**src/rtl/dice_roll_controller.sv**
```systemverilog
`default_nettype none
// +-----------------------------------------------------------------------------+
// | dice_roll_controller: die-select arbitration, spin/settle/show sequencing,   |
// | 1..N result register and BCD display digits.  Rev 1.0                        |
// +-----------------------------------------------------------------------------+
module dice_roll_controller #(
  parameter int SETTLE_STEPS  = 6,
  parameter int TIMEOUT_TICKS = 255
) (
  input  logic       clk,
  input  logic       rst_n,
  input  logic       tick,
  input  logic [6:0] btn,
  output logic [2:0] die_sel,
  output logic [3:0] digit10,
  output logic [3:0] digit1,
  output logic       show,
  output logic       rolling
);

  typedef enum logic [1:0] {
    S_IDLE   = 2'd0,
    S_SPIN   = 2'd1,
    S_SETTLE = 2'd2,
    S_SHOW   = 2'd3
  } state_t;

  localparam logic [3:0] C_STEPS   = 4'(SETTLE_STEPS);
  localparam logic [7:0] C_TIMEOUT = 8'(TIMEOUT_TICKS);

  state_t     r_state, w_state_nxt;
  logic [6:0] r_value, w_value_nxt;
  logic [3:0] r_step, w_step_nxt;
  logic [7:0] r_timeout, w_timeout_nxt;
  logic [2:0] w_die_nxt;
  logic [2:0] w_grant;
  logic       w_any;
  logic [6:0] w_dec;
  logic [6:0] w_mod100;
  logic [3:0] w_tens;
  logic [3:0] w_units;

  function automatic logic [6:0] die_max(input logic [2:0] d);
    case (d)
      3'd0:    die_max = 7'd4;
      3'd1:    die_max = 7'd6;
      3'd2:    die_max = 7'd8;
      3'd3:    die_max = 7'd10;
      3'd4:    die_max = 7'd12;
      3'd5:    die_max = 7'd20;
      3'd6:    die_max = 7'd100;
      default: die_max = 7'd4;
    endcase
  endfunction

  // Fixed priority: the lowest-indexed pressed button wins.
  always_comb begin
    w_grant = 3'd0;
    for (int i = 6; i >= 0; i--) begin
      if (btn[i]) w_grant = 3'(i);
    end
  end

  assign w_any = |btn;
  assign w_dec = (r_value == 7'd1) ? die_max(die_sel) : r_value - 7'd1;

  always_comb begin
    w_state_nxt   = r_state;
    w_value_nxt   = r_value;
    w_die_nxt     = die_sel;
    w_step_nxt    = r_step;
    w_timeout_nxt = r_timeout;
    case (r_state)
      S_IDLE, S_SHOW: begin
        if (w_any) begin
          w_die_nxt   = w_grant;
          w_value_nxt = die_max(w_grant);
          w_state_nxt = S_SPIN;
        end else if (r_state == S_SHOW && tick) begin
          w_timeout_nxt = r_timeout - 8'd1;
          if (r_timeout == 8'd1) w_state_nxt = S_IDLE;
        end
      end
      S_SPIN: begin
        if (btn[die_sel]) begin
          w_value_nxt = w_dec;
        end else begin
          w_step_nxt  = 4'd0;
          w_state_nxt = S_SETTLE;
        end
      end
      S_SETTLE: begin
        if (tick) begin
          w_value_nxt = w_dec;
          w_step_nxt  = r_step + 4'd1;
          if (r_step + 4'd1 == C_STEPS) begin
            w_timeout_nxt = C_TIMEOUT;
            w_state_nxt   = S_SHOW;
          end
        end
      end
      default: w_state_nxt = S_IDLE;
    endcase
  end

  // Digits are taken from the next value so they register alongside it; 100 shows as 00.
  always_comb begin
    w_mod100 = (w_value_nxt >= 7'd100) ? w_value_nxt - 7'd100 : w_value_nxt;
    w_tens   = 4'd0;
    for (int i = 1; i <= 9; i++) begin
      if (w_mod100 >= 7'(10 * i)) w_tens = 4'(i);
    end
    w_units = w_mod100[3:0] - (w_tens * 4'd10);
  end

  always_ff @(posedge clk) begin
    if (!rst_n) begin
      r_state   <= S_IDLE;
      r_value   <= 7'd1;
      r_step    <= 4'd0;
      r_timeout <= 8'd0;
      die_sel   <= 3'd0;
      digit10   <= 4'd0;
      digit1    <= 4'd1;
      show      <= 1'b0;
      rolling   <= 1'b0;
    end else begin
      r_state   <= w_state_nxt;
      r_value   <= w_value_nxt;
      r_step    <= w_step_nxt;
      r_timeout <= w_timeout_nxt;
      die_sel   <= w_die_nxt;
      digit10   <= w_tens;
      digit1    <= w_units;
      show      <= (w_state_nxt == S_SETTLE) || (w_state_nxt == S_SHOW);
      rolling   <= (w_state_nxt == S_SPIN) || (w_state_nxt == S_SETTLE);
    end
  end

endmodule
`default_nettype wire

```
**config.mk**
```make
export PLATFORM = sky130hd
export DESIGN_NAME = dice_roll_controller
export DESIGN_NICKNAME = d
export VERILOG_FILES = /design/src/rtl/dice_roll_controller.sv
export SDC_FILE = /design/constraint.sdc
export NUM_CORES = 1
export LEC_CHECK = 0
export BUFFER_PORTS_ARGS = -buffer_cell sky130_fd_sc_hd__buf_2
export CAP_MARGIN = 20
export CORE_ASPECT_RATIO = 0.7
export CORE_MARGIN = 8
export CORE_UTILIZATION = 45
export CTS_CLUSTER_SIZE = 14
export DETAILED_ROUTE_END_ITERATION = 8
export PLACE_DENSITY = 0.64
export SLEW_MARGIN = 20
export SYNTH_ARGS = -nofsm -noshare
export SYNTH_HDL_FRONTEND = slang
export SYNTH_SLANG_ARGS = --single-unit
```
**constraint.sdc**
```tcl
create_clock -name clk -period 5.5 [get_ports clk]
set_clock_uncertainty 0.1 [all_clocks]
set_input_delay 0.55 -clock clk [delete_from_list [all_inputs] [get_ports clk]]
set_output_delay 0.55 -clock clk [all_outputs]
set_load 0.01 [all_outputs]
```
# After elaboration in Yosys (flattened, before gate mapping)
# Cells that the tools add are included.
[word_totals] wordCells=104 regBits=34 out_inout_bits=13 input_bits=10
[classes] muxes=41 n_lt_le_gt_ge=11 eq_ne=26 addsub=5 multipliers=1 reduce_logical=11
[op_table] op="7-bit one-hot mux with 6 select lines" count=2
[op_table] op="4-bit two-way mux" count=10
[op_table] op="7-bit two-way mux" count=5
[op_table] op="8-bit two-way mux" count=4
[op_table] op="7-bit greater-or-equal comparator, second input constant" count=4
[op_table] op="7-bit by 6-bit greater-or-equal comparator with 1-bit output, second input constant" count=3
[op_table] op="3-bit two-way mux" count=7
[op_table] op="7-bit one-hot mux with 3 select lines" count=1
[op_table] op="3-bit == test, second input constant" count=6
[op_table] op="8-bit one-hot mux with 2 select lines" count=1
[op_table] op="7-bit by 5-bit greater-or-equal comparator with 1-bit output, second input constant" count=2
[op_table] op="3-bit by 2-bit == test with 1-bit output, second input constant" count=4
[op_table] op="2-bit two-way mux" count=6
[op_table] op="2-bit != test, second input constant" count=5
[op_table] op="2-bit == test, second input constant" count=4
[op_table] op="8-bit by 1-bit == test with 1-bit output, second input constant" count=1
[op_table] op="4-bit one-hot mux with 2 select lines" count=1
[op_table] op="8-bit by 1-bit subtractor with 8-bit output, second input constant" count=1
[op_table] op="7-bit by 1-bit == test with 1-bit output, second input constant" count=1
[op_table] op="7-bit by 4-bit greater-or-equal comparator with 1-bit output, second input constant" count=1
[op_table] op="7-bit OR reduction" count=1
[op_table] op="7-bit by 1-bit subtractor with 7-bit output, second input constant" count=1
[op_table] op="7-bit subtractor, second input constant" count=1
[op_table] op="3-bit by 1-bit == test with 1-bit output, second input constant" count=2
[op_table] op="other kinds (17)" count=21

# Logic depth before layout (Yosys ltp)
# Gate-level depths: netlist of the first run.
[depth] word_depth=25 mapped_depth=17 ltp_nobuf=17

# Worst setup path before layout of the first run
# OpenSTA, ideal clock, no wires.
[synth_timing] path_kind="input to register" from="in btn[1]" to="reg digit1[3]" slack_ns=0.836 setup_time_ns=0.121 cell_stages=16 n_path_buf=1 t_arrival_ns=4.444 required_time_ns=5.279 path_cell_list="or4_1 > clkbuf_1 > nor2_1 > nor2_1 > nor3b_1 > nor2_4 > ha_1 > nor3b_2 > xor2_1 > or4_1 > a21oi_1 > o31ai_2 > ha_1 > fa_1 > xnor2_1 > mux2_2"
[synth_via] elab_chain_len=20 word_cells_on_any_way=38 cone_classes="2 x add/sub; 1 x mul; 10 x order compare; 6 x eq/ne; 18 x mux; 1 x reduce/logical"
[synth_rtl] item="from (decl)" line_no="13" text="input logic [6:0] btn,"
[synth_rtl] item="3-bit two-way mux (2 in a row)" line_no="60" text="if (btn[i]) w_grant = 3'(i);"
[synth_rtl] item="3-bit == test, or another cell as far along" line_no="44" text="case (d)"
[synth_rtl] item="7-bit one-hot mux with 6 select lines" line_no="44"
[synth_rtl] item="7-bit two-way mux" line_no="75" text="if (w_any) begin"
[synth_rtl] item="7-bit one-hot mux with 3 select lines *" line_no="73" text="case (r_state)"
[synth_rtl] item="7-bit subtractor / 7-bit greater-or-equal comparator (equally long branches)" line_no="108" text="w_mod100 = (w_value_nxt >= 7'd100) ? w_value_nxt - 7'd100 : w_value_nxt;"
[synth_rtl] item="7-bit two-way mux *" line_no="108"
[synth_rtl] item="7-bit by 4-bit greater-or-equal comparator with 1-bit output" line_no="111" text="if (w_mod100 >= 7'(10 * i)) w_tens = 4'(i);"
[synth_rtl] item="1-bit two-way mux" line_no="111"
[synth_rtl] item="4-bit two-way mux (7 in a row)" line_no="111"
[synth_rtl] item="4-bit two-way mux *" line_no="111"
[synth_rtl] item="named net w_tens[0]" line_no="40" text="logic [3:0] w_tens;"
[synth_rtl] item="4-bit by 3-bit multiplier with 3-bit output *" line_no="113" text="w_units = w_mod100[3:0] - (w_tens * 4'd10);"
[synth_rtl] item="4-bit subtractor *" line_no="113"
[synth_rtl] item="to (signal assigned)" line_no="134" text="digit1 <= w_units;"
[synth_rtl] item="to (decl)" line_no="16" text="output logic [3:0] digit1,"
# Mark *: on every way through the listed nets, which the timed path passes. The rest lies on a longest branch. The select of a mux whose other input is x is not followed.
# A chain may end at the register's enable or synchronous reset.

# Worst setup path after layout of the first run
[layout_timing] from="reg die_sel[1]" to="reg digit1[3]"
[layout_via] elab_chain_len=19 word_cells_on_any_way=36 cone_classes="2 x add/sub; 1 x mul; 10 x order compare; 6 x eq/ne; 17 x mux"
[layout_rtl] item="from (decl)" line_no="14" text="output logic [2:0] die_sel,"
[layout_rtl] item="from (signal assigned)" line_no="132" text="die_sel <= w_die_nxt;"
[layout_rtl] item="3-bit == test, or another cell as far along" line_no="44"
[layout_rtl] item="7-bit one-hot mux with 6 select lines" line_no="44"
[layout_rtl] item="7-bit two-way mux" line_no="65" text="assign w_dec = (r_value == 7'd1) ? die_max(die_sel) : r_value - 7'd1;"
[layout_rtl] item="7-bit two-way mux, on equally long branches" line_no="93, 85"
[layout_rtl] item="7-bit one-hot mux with 3 select lines *" line_no="73"
[layout_rtl] item="7-bit subtractor / 7-bit greater-or-equal comparator (equally long branches)" line_no="108"
[layout_rtl] item="7-bit two-way mux *" line_no="108"
[layout_rtl] item="7-bit by 4-bit greater-or-equal comparator with 1-bit output" line_no="111"
[layout_rtl] item="1-bit two-way mux" line_no="111"
[layout_rtl] item="4-bit two-way mux (7 in a row)" line_no="111"
[layout_rtl] item="4-bit two-way mux *" line_no="111"
[layout_rtl] item="named net w_tens[0]" line_no="40"
[layout_rtl] item="4-bit by 3-bit multiplier with 3-bit output *" line_no="113"
[layout_rtl] item="4-bit subtractor *" line_no="113"
# Marked as above.

==> results of run 1 <==
## metal layers
metal | routed length (um) | track usage [%] | vias up
met1 | 3180 | 22.3 | 1119
met2 | 2760 | 23.5 | 93
met5 | 0 | 0 | -
met3 | 487 | 4.19 | 10
li1 | - | - | 1202
met4 | 85 | 4.62 | 0
## power breakdown
part	internal, mW	leakage [nW]	switching, mW	total (mW)
clock	0.180	0.0681	0.0957	0.276
sequential	0.298	0.270	0.0614	0.359
combinational	0.434	0.807	0.631	1.06
total	0.912	1.14	0.788	1.70
## path summary, 6_finish.rpt
kind | to | slack, ps | cells past startpoint
setup / recovery | digit1[3] | 410 | 15
hold / removal | r_timeout[1] | 430 | 2
setup reg to reg | digit1[3] | 410 | 15
hold reg to reg | r_timeout[1] | 430 | 2
## cell usage after synthesis (3+ instances only)
cell	instances	share of area, %
a211o_1	4	1.4
a211oi_1	5	1.5
a21oi_1	25	4.8
a221oi_2	3	1.7
a31oi_1	6	1.5
clkbuf_1	7	1.0
dfxtp_1	33	26
ha_1	14	6.8
inv_1	16	2.3
mux2_2	6	2.6
mux2i_1	6	2.3
nand2_1	34	4.9
nand2b_1	9	2.2
nand3_1	7	1.4
nand3b_1	3	0.87
nor2_1	36	5.2
nor2b_1	3	0.73
nor3_1	7	1.4
nor3b_1	3	0.87
nor4_1	4	0.97
o21ai_0	11	2.1
o22ai_1	3	0.73
or4_1	3	0.87
xnor2_1	6	2.0
xor2_1	7	2.4
## worst register-to-register path: stages (launching register included)
cell and delay (ps):
dfxtp_1 660, mux2_1 420, mux4_2 510, a21boi_1 300, o31ai_1 190, nor2_4 200
ha_1 220, nor3b_2 260, xor2_1 170, or4_1 520, a21oi_1 180, o31ai_2 100
ha_1 220, fa_1 380, xnor2_1 190, mux2_2 340
## registers in the layout (all words and copies together), names as in the netlist
| register | count |
|---|---|
| digit10 | 4 |
| r_step | 4 |
| show | 1 |
| r_state | 2 |
| digit1 | 4 |
| die_sel | 3 |
| r_value | 6 |
| rolling | 1 |
| r_timeout | 8 |
## cells by family (layout without fill, tap and decap cells)
group / Yosys count / in the layout / share of synthesized area, %
buffers and inverters: 29 / 50 / 4.74
DFF: 33 / 33 / 25.5
muxes: 15 / 15 / 7.10
xor gates and xnor gates: 13 / 13 / 4.40
adders and majority gates: 15 / 15 / 7.54
and+or+nand+nor: 128 / 128 / 25.6
AOI/OAI and AO/OA: 88 / 88 / 25.1
## area by class of cell
cell class / count / area, um^2 / share of cell area (%)
clock buffers: 5 / 68.8 / 2.38
clock inverters: 3 / 65.1 / 2.25
inverters: 18 / 67.6 / 2.34
multi-input cells: 259 / 1810 / 62.5
flip-flops and latches: 33 / 661 / 22.9
well taps: 75 / 93.8 / 3.25
repair buffers: 24 / 125 / 4.33
## stage by stage
step / cells / instance area [um^2] / setup WS (ps) / power [mW]
after global placement: 409 / 2750 / 532 / 1.40
after global routing: 417 / 2890 / 198 / 1.84
after detailed placement: 409 / 2750 / 341 / 1.40
after floorplan: 321 / 2590 / 836 / 1.17
after CTS: 417 / 2890 / 440 / 1.69
final: 417 / 2890 / 412 / 1.70
==> metrics, run 1 <==
fmax=0.197 GHz; Netlist cell types=70; CP Cell Sequence=mux2_1 -> mux4_2 -> a21boi_1 -> o31ai_1 -> nor2_4 -> ha_1 -> nor3b_2 -> xor2_1 -> or4_1 -> a21oi_1 -> o31ai_2 -> ha_1 -> fa_1 -> xnor2_1 -> mux2_2; Syn Nets=346; max incr delay on CP=660 ps; GP Congestion=0.955; worst hold margin=427 ps; critical path buffer and inverter count=0; Crit path max-delay family=multiplexers; clk_lat worst skew=300 ps; Maximum Capacitance Violations=0; Core Util, Final=51.2%; Longest Clk Path Bufs=2; row cnt=23; DR DRC count=0; Cell Pwr Density=589 mW/mm^2; post-CTS sizing=0; syn_area_per_cell=8.06 um^2; Hold WC Path Type=flip-flop to flip-flop; post-layout min period=5090 ps; Slew HR=45.1%; CTS root buffer=clkbuf_8; CP max stage cell=dfxtp_1; share of post-route cells with drive strength above 1=17.3%; DRT Pass-1 Iters=5; first-pass GRT wire length=11100 um; Setup crit end kind=flip-flop; LEAKAGE=1.14 nW; initial antenna violation count=0; worst vdd rail ir drop=0.284 mV; postcts setup bufs=0; Clock Sinks=33; via/cell ratio=5.81; Setup Viol. Count Final=0; die width=107 um; max-slew violation count=0; DP HPWL=4760 um; largest net degree at the start of global routing=28; input/output buffers=22; DR WL/cell=15.6 um; Final Hold Fails=0; IO Pins=23; gr usage total=16.0%; H-Tree Depth=2; Worst-Margin Slew=824 ps; Syn Inst Count=321; Primary FF master, synth=dfxtp_1; FFs w/ async S/R, synth=0%; Crit path top cell by count=ha_1; RR Startpoint=die_sel[1]; EDFF count, synth=0; sequential element share of the synthesized area=25.5%; Clock transition at path regs=70 ps; P&R area growth vs syn=11.5%; fin nets=366; n_diodes=0; crit-path max FO=15; Hold Crit Start=r_timeout[1]; grt ovf=0; Post-Synthesis Cell Area=0.00259 mm^2; Die Area=0.00847 mm^2; vias in the first global route=2278; CTS buffer count=5; most frequent cells in the layout=36 x nor2_1, 34 x nand2_1, 33 x dfxtp_1; post-route ant nets=0; First DRT Iteration DRCs=209; Post-Route WL=6510 um; CTS tree=built; Worst setup startpoint=die_sel[1]; Worst EP required=5580 ps; most common cell after layout, fill and taps aside=nor2_1; critical path data arrival time=5170 ps; Core ar.=0.00564 mm^2; Synth Register Bits=33; die height=79.5 um; Setup CP Type=flip-flop to flip-flop; Total Neg Setup Slack=0 ps; synth warn=0; RSZ-0062 raised after global routing=false; outcome=finished, final reports clean; Critical Path Source Type=flip-flop; via count=2424; Starting Density=45.9%; # fillers=566; # hold bufs at CTS=0; period utilisation layout=92.5%
Power figures use the tool's default switching activity.
==> inputs of run 2 (changes only) <==
CORE_UTILIZATION = 40   (was 45)
PLACE_DENSITY = 0.58   (was 0.64)
==> metrics, run 2 (same netlist as run 1, synthesis figures left out) <==
GP Congestion=0.950; Setup Viol. Count Final=0; # hold bufs at CTS=0; Worst-Margin Slew=806 ps; Total Neg Setup Slack=0 ps; Hold Crit Start=r_step[2]; Maximum Capacitance Violations=0; Final Hold Fails=0; post-CTS sizing=0; H-Tree Depth=2; CTS root buffer=clkbuf_8; CTS tree=built; critical path data arrival time=5060 ps; Worst setup startpoint=die_sel[1]; RR Startpoint=die_sel[1]; post-route ant nets=0; Core ar.=0.00625 mm^2; worst vdd rail ir drop=0.239 mV; Slew HR=45.9%; DR WL/cell=15.4 um; largest net degree at the start of global routing=28; IO Pins=23; P&R area growth vs syn=9.81%; most common cell after layout, fill and taps aside=nor2_1; Clock transition at path regs=70 ps; outcome=finished, final reports clean; die height=83.3 um; Worst EP required=5580 ps; most frequent cells in the layout=36 x nor2_1, 34 x nand2_1, 33 x dfxtp_1; Die Area=0.00934 mm^2; input/output buffers=22; post-layout min period=4980 ps; period utilisation layout=90.5%; Reg with most FFs=r_timeout; die width=112 um; fmax=0.201 GHz; Hold WC Path Type=flip-flop to flip-flop; Clock Sinks=33; grt ovf=0; share of post-route cells with drive strength above 1=17.3%; max reg flops=8; crit-path max FO=15; DRT Pass-1 Iters=4; vias in the first global route=2242; clk_lat worst skew=290 ps; max-slew violation count=0; postcts setup bufs=0; Critical Path Source Type=flip-flop; Cell Pwr Density=563 mW/mm^2; pre-CTS WS=372 ps; n_diodes=0; final worst setup slack=521 ps; first-pass GRT wire length=11100 um; via count=2371; CTS buffer count=5; Regs by FF count=r_timeout: 8 flops, r_value: 6 flops; gr usage total=14.3%; via/cell ratio=5.65; Setup crit end kind=flip-flop; Post-Route WL=6460 um; LEAKAGE=1.12 nW; DP HPWL=4890 um; fin nets=366; RSZ-0062 raised after global routing=false; First DRT Iteration DRCs=249; row cnt=24; DR DRC count=0; Setup CP Type=flip-flop to flip-flop; Longest Clk Path Bufs=2; worst hold margin=420 ps; Starting Density=41.4%; initial antenna violation count=0
## run 2: layer usage
layer	GRT usage, %	wire (um)	vias to the layer above
met5	0	0	-
met4	4.76	89	0
met3	2.96	350	10
met2	20.7	2670	59
met1	20.5	3350	1094
li1	-	-	1208
## run 2: stage by stage
step	cell area, um^2	utilization, %	total power [mW]	std cells
3_3_place_gp	2760	44.1	1.41	412
3_5_place_dp	2760	44.1	1.41	412
4_1_cts	2840	45.5	1.60	420
2_1_floorplan	2590	-	1.17	321
6_report	2840	45.5	1.60	420
5_1_grt	2840	45.5	1.75	420
## run 2: where the power goes
group | internal (mW) | switching [mW] | total, mW
combinational | 0.434 | 0.622 | 1.06
clock | 0.0873 | 0.0959 | 0.183
sequential | 0.298 | 0.0626 | 0.360
total | 0.819 | 0.781 | 1.60
## run 2: path summary, 6_finish.rpt
check	to	slack, ps	depth (start not counted)
max	digit1[3]	520	15
min	r_step[2]	420	2
max reg2reg	digit1[3]	520	15
min reg2reg	r_step[2]	420	2
## run 2: final cells by class
class | instances | area, um^2
fillers | 632 | 3400
multi-input cells | 259 | 1810
flip-flops and latches | 33 | 661
repair buffers | 24 | 125
well taps | 78 | 97.6
clock buffers | 5 | 68.8
inverters | 18 | 67.6
clock inverters | 3 | 17.5
## run 2: critical path, cell delays in order, from the launching register on
cell	delay (ps)
dfxtp_1	650
mux2_1	400
mux4_2	490
a21boi_1	280
o31ai_1	180
nor2_4	200
ha_1	220
nor3b_2	250
xor2_1	170
or4_1	510
a21oi_1	170
o31ai_2	110
ha_1	220
fa_1	380
xnor2_1	180
mux2_2	350
==> inputs of run 3 (changes only) <==
ABC_AREA = 1   (was default)
CELL_PAD_IN_SITES_DETAIL_PLACEMENT = 0   (was default)
CELL_PAD_IN_SITES_GLOBAL_PLACEMENT = 2   (was default)
CORE_UTILIZATION = 33   (was 40)
CTS_CLUSTER_DIAMETER = 60   (was default)
PLACE_DENSITY = 0.8   (was 0.58)
==> metrics, run 3 <==
outcome=finished, final reports clean; period utilisation layout=85.0%; GP Congestion=0.805; most common cell in the netlist=nand2_1; Setup CP Type=flip-flop to flip-flop; critical path data arrival time=4740 ps; DR WL/cell=13.5 um; Worst setup startpoint=r_state[0]; Final Hold Fails=0; H-Tree Depth=2; Worst Hold Endpoint=r_timeout[5]; most common cell after layout, fill and taps aside=nand2_1; critical path buffer and inverter count=4; worst-case reg-to-reg path depth=29; post-route ant nets=0; via count=2623; synth warn=0; first-pass GRT wire length=12800 um; Reg with most FFs=r_timeout; Die Area=0.0116 mm^2; largest net degree at the start of global routing=24; CP max stage cell=inv_1; grt ovf=0; die width=125 um; max-slew violation count=0; Setup crit end kind=flip-flop; Primary FF master, synth=dfxtp_1; sequential element share of the synthesized area=23.9%; Starting Density=33.3%; crit-path max FO=15; Total Neg Setup Slack=0 ps; RR Endpoint=digit1[3]; Netlist cell types=51; EDFF count, synth=0; Critical Path Source Type=flip-flop; flop2flop setup slack=820 ps; CTS tree=built; CTS buffer count=5; vias in the first global route=2557; Maximum Capacitance Violations=0; syn_area_per_cell=6.61 um^2; Clock Sinks=33; post-CTS sizing=0; P&R area growth vs syn=12.5%; top post-synthesis cells by count=105 x nand2_1, 44 x inv_1, 44 x nor2_1; Hold Crit Start=r_timeout[5]; Synth Register Bits=33; Syn Nets=443; max incr delay on CP=490 ps; WHS Path Cells=2; DRT Pass-1 Iters=4; Crit path top cell by count=nand2_1; Post-Route WL=7350 um; First DRT Iteration DRCs=119; fin nets=464; Longest Clk Path Bufs=2; Area contributors post-synth=dfxtp_1 24%, nand2_1 14%, nand3_1 6.5%; FFs w/ async S/R, synth=0%; input/output buffers=22; most frequent cells in the layout=105 x nand2_1, 44 x inv_1, 44 x nor2_1; Hold WC Path Type=flip-flop to flip-flop; Setup Viol. Count Final=0; DP HPWL=5850 um; CTS root buffer=clkbuf_16; Worst EP required=5570 ps; Slew HR=45.9%; DR DRC count=0; postcts setup bufs=0; Post-Synthesis Cell Area=0.00276 mm^2; initial antenna violation count=0; row cnt=28; fmax=0.214 GHz; Clock transition at path regs=50 ps; post-synth top area share=23.9%; Crit path max-delay family=simple AND/OR/NAND/NOR gates; share of post-route cells with drive strength above 1=21.6%; # hold bufs at CTS=0; RSZ-0062 raised after global routing=false; RR Startpoint=r_state[0]; via/cell ratio=4.81; gr usage total=13.3%; area leader, netlist=dfxtp_1; Worst-Margin Slew=811 ps; IO Pins=23; post-layout min period=4680 ps; max reg flops=8; # fillers=922; Regs by FF count=r_timeout: 8 flops, r_value: 6 flops; die height=92.6 um; clk_lat worst skew=270 ps; Core ar.=0.00830 mm^2; Syn Inst Count=418; n_diodes=0
==> run 3: cell types whose count changed after synthesis, sizes merged, moves of 7 or more <==
cell and delta:
nor2 +18, nand2 +91, mux2 -7, a21oi -8, inv +40, nand3 +33
nand2b -9
==> run 3: layer usage <==
metal | global-route usage [%] | share of wire [%] | wire, um
met5 | 0 | 0 | 0
met4 | 2.12 | 0.41 | 30
met3 | 2.70 | 4.1 | 299
met2 | 21.1 | 43 | 3130
met1 | 18.6 | 53 | 3890
==> run 3: cell families after synthesis <==
logic type	count (synthesis)	synth area share, %
adder cells (fa/ha/maj)	15	7.07
buffers and inverters	67	9.69
XOR/XNOR	7	2.49
AO/OA/AOI/OAI	50	12.0
AND/OR/NAND/NOR	246	44.8
flip-flops	33	23.9
==> run 3: layout make-up <==
cell class	count	area [um^2]	area share (%)
timing repair buffer	23	118	3.79
multi-input combinational	318	1830	59.0
clock inverter	3	17.5	0.564
sequential	33	661	21.3
tap	105	131	4.23
clock buffer	5	125	4.03
inverter	58	220	7.09
==> run 3: worst max-delay path by stage <==
| stage | end | cells past startpoint |
|---|---|---|
| finish | digit1[3] | 29 |
| global route | digit1[3] | 29 |
| CTS | digit1[3] | 29 |
| detailed placement | digit1[3] | 29 |
| global placement | digit1[3] | 29 |
| floorplan | digit1[3] | 28 |
==> run 3: stage by stage <==
step	instance area, um^2	utilization (%)	hold WS (ps)	instances	setup slack, ps
5_1_grt	3110	37.4	419	545	374
3_3_place_gp	2960	35.7	366	537	811
4_1_cts	3110	37.4	379	545	822
2_1_floorplan	2760	-	353	418	1500
3_5_place_dp	2960	35.7	370	537	838
6_report	3110	37.4	375	545	824
==> run 3: worst min-delay path, cell delays in order (launching register included) <==
cell     delay [ps]
dfxtp_1         310
nand2_1          60
a31oi_1          60
Power of run 3 is left out: the tool's default activity adds up to more than one toggle a clock period on the data nets, which glitch-free logic cannot reach.
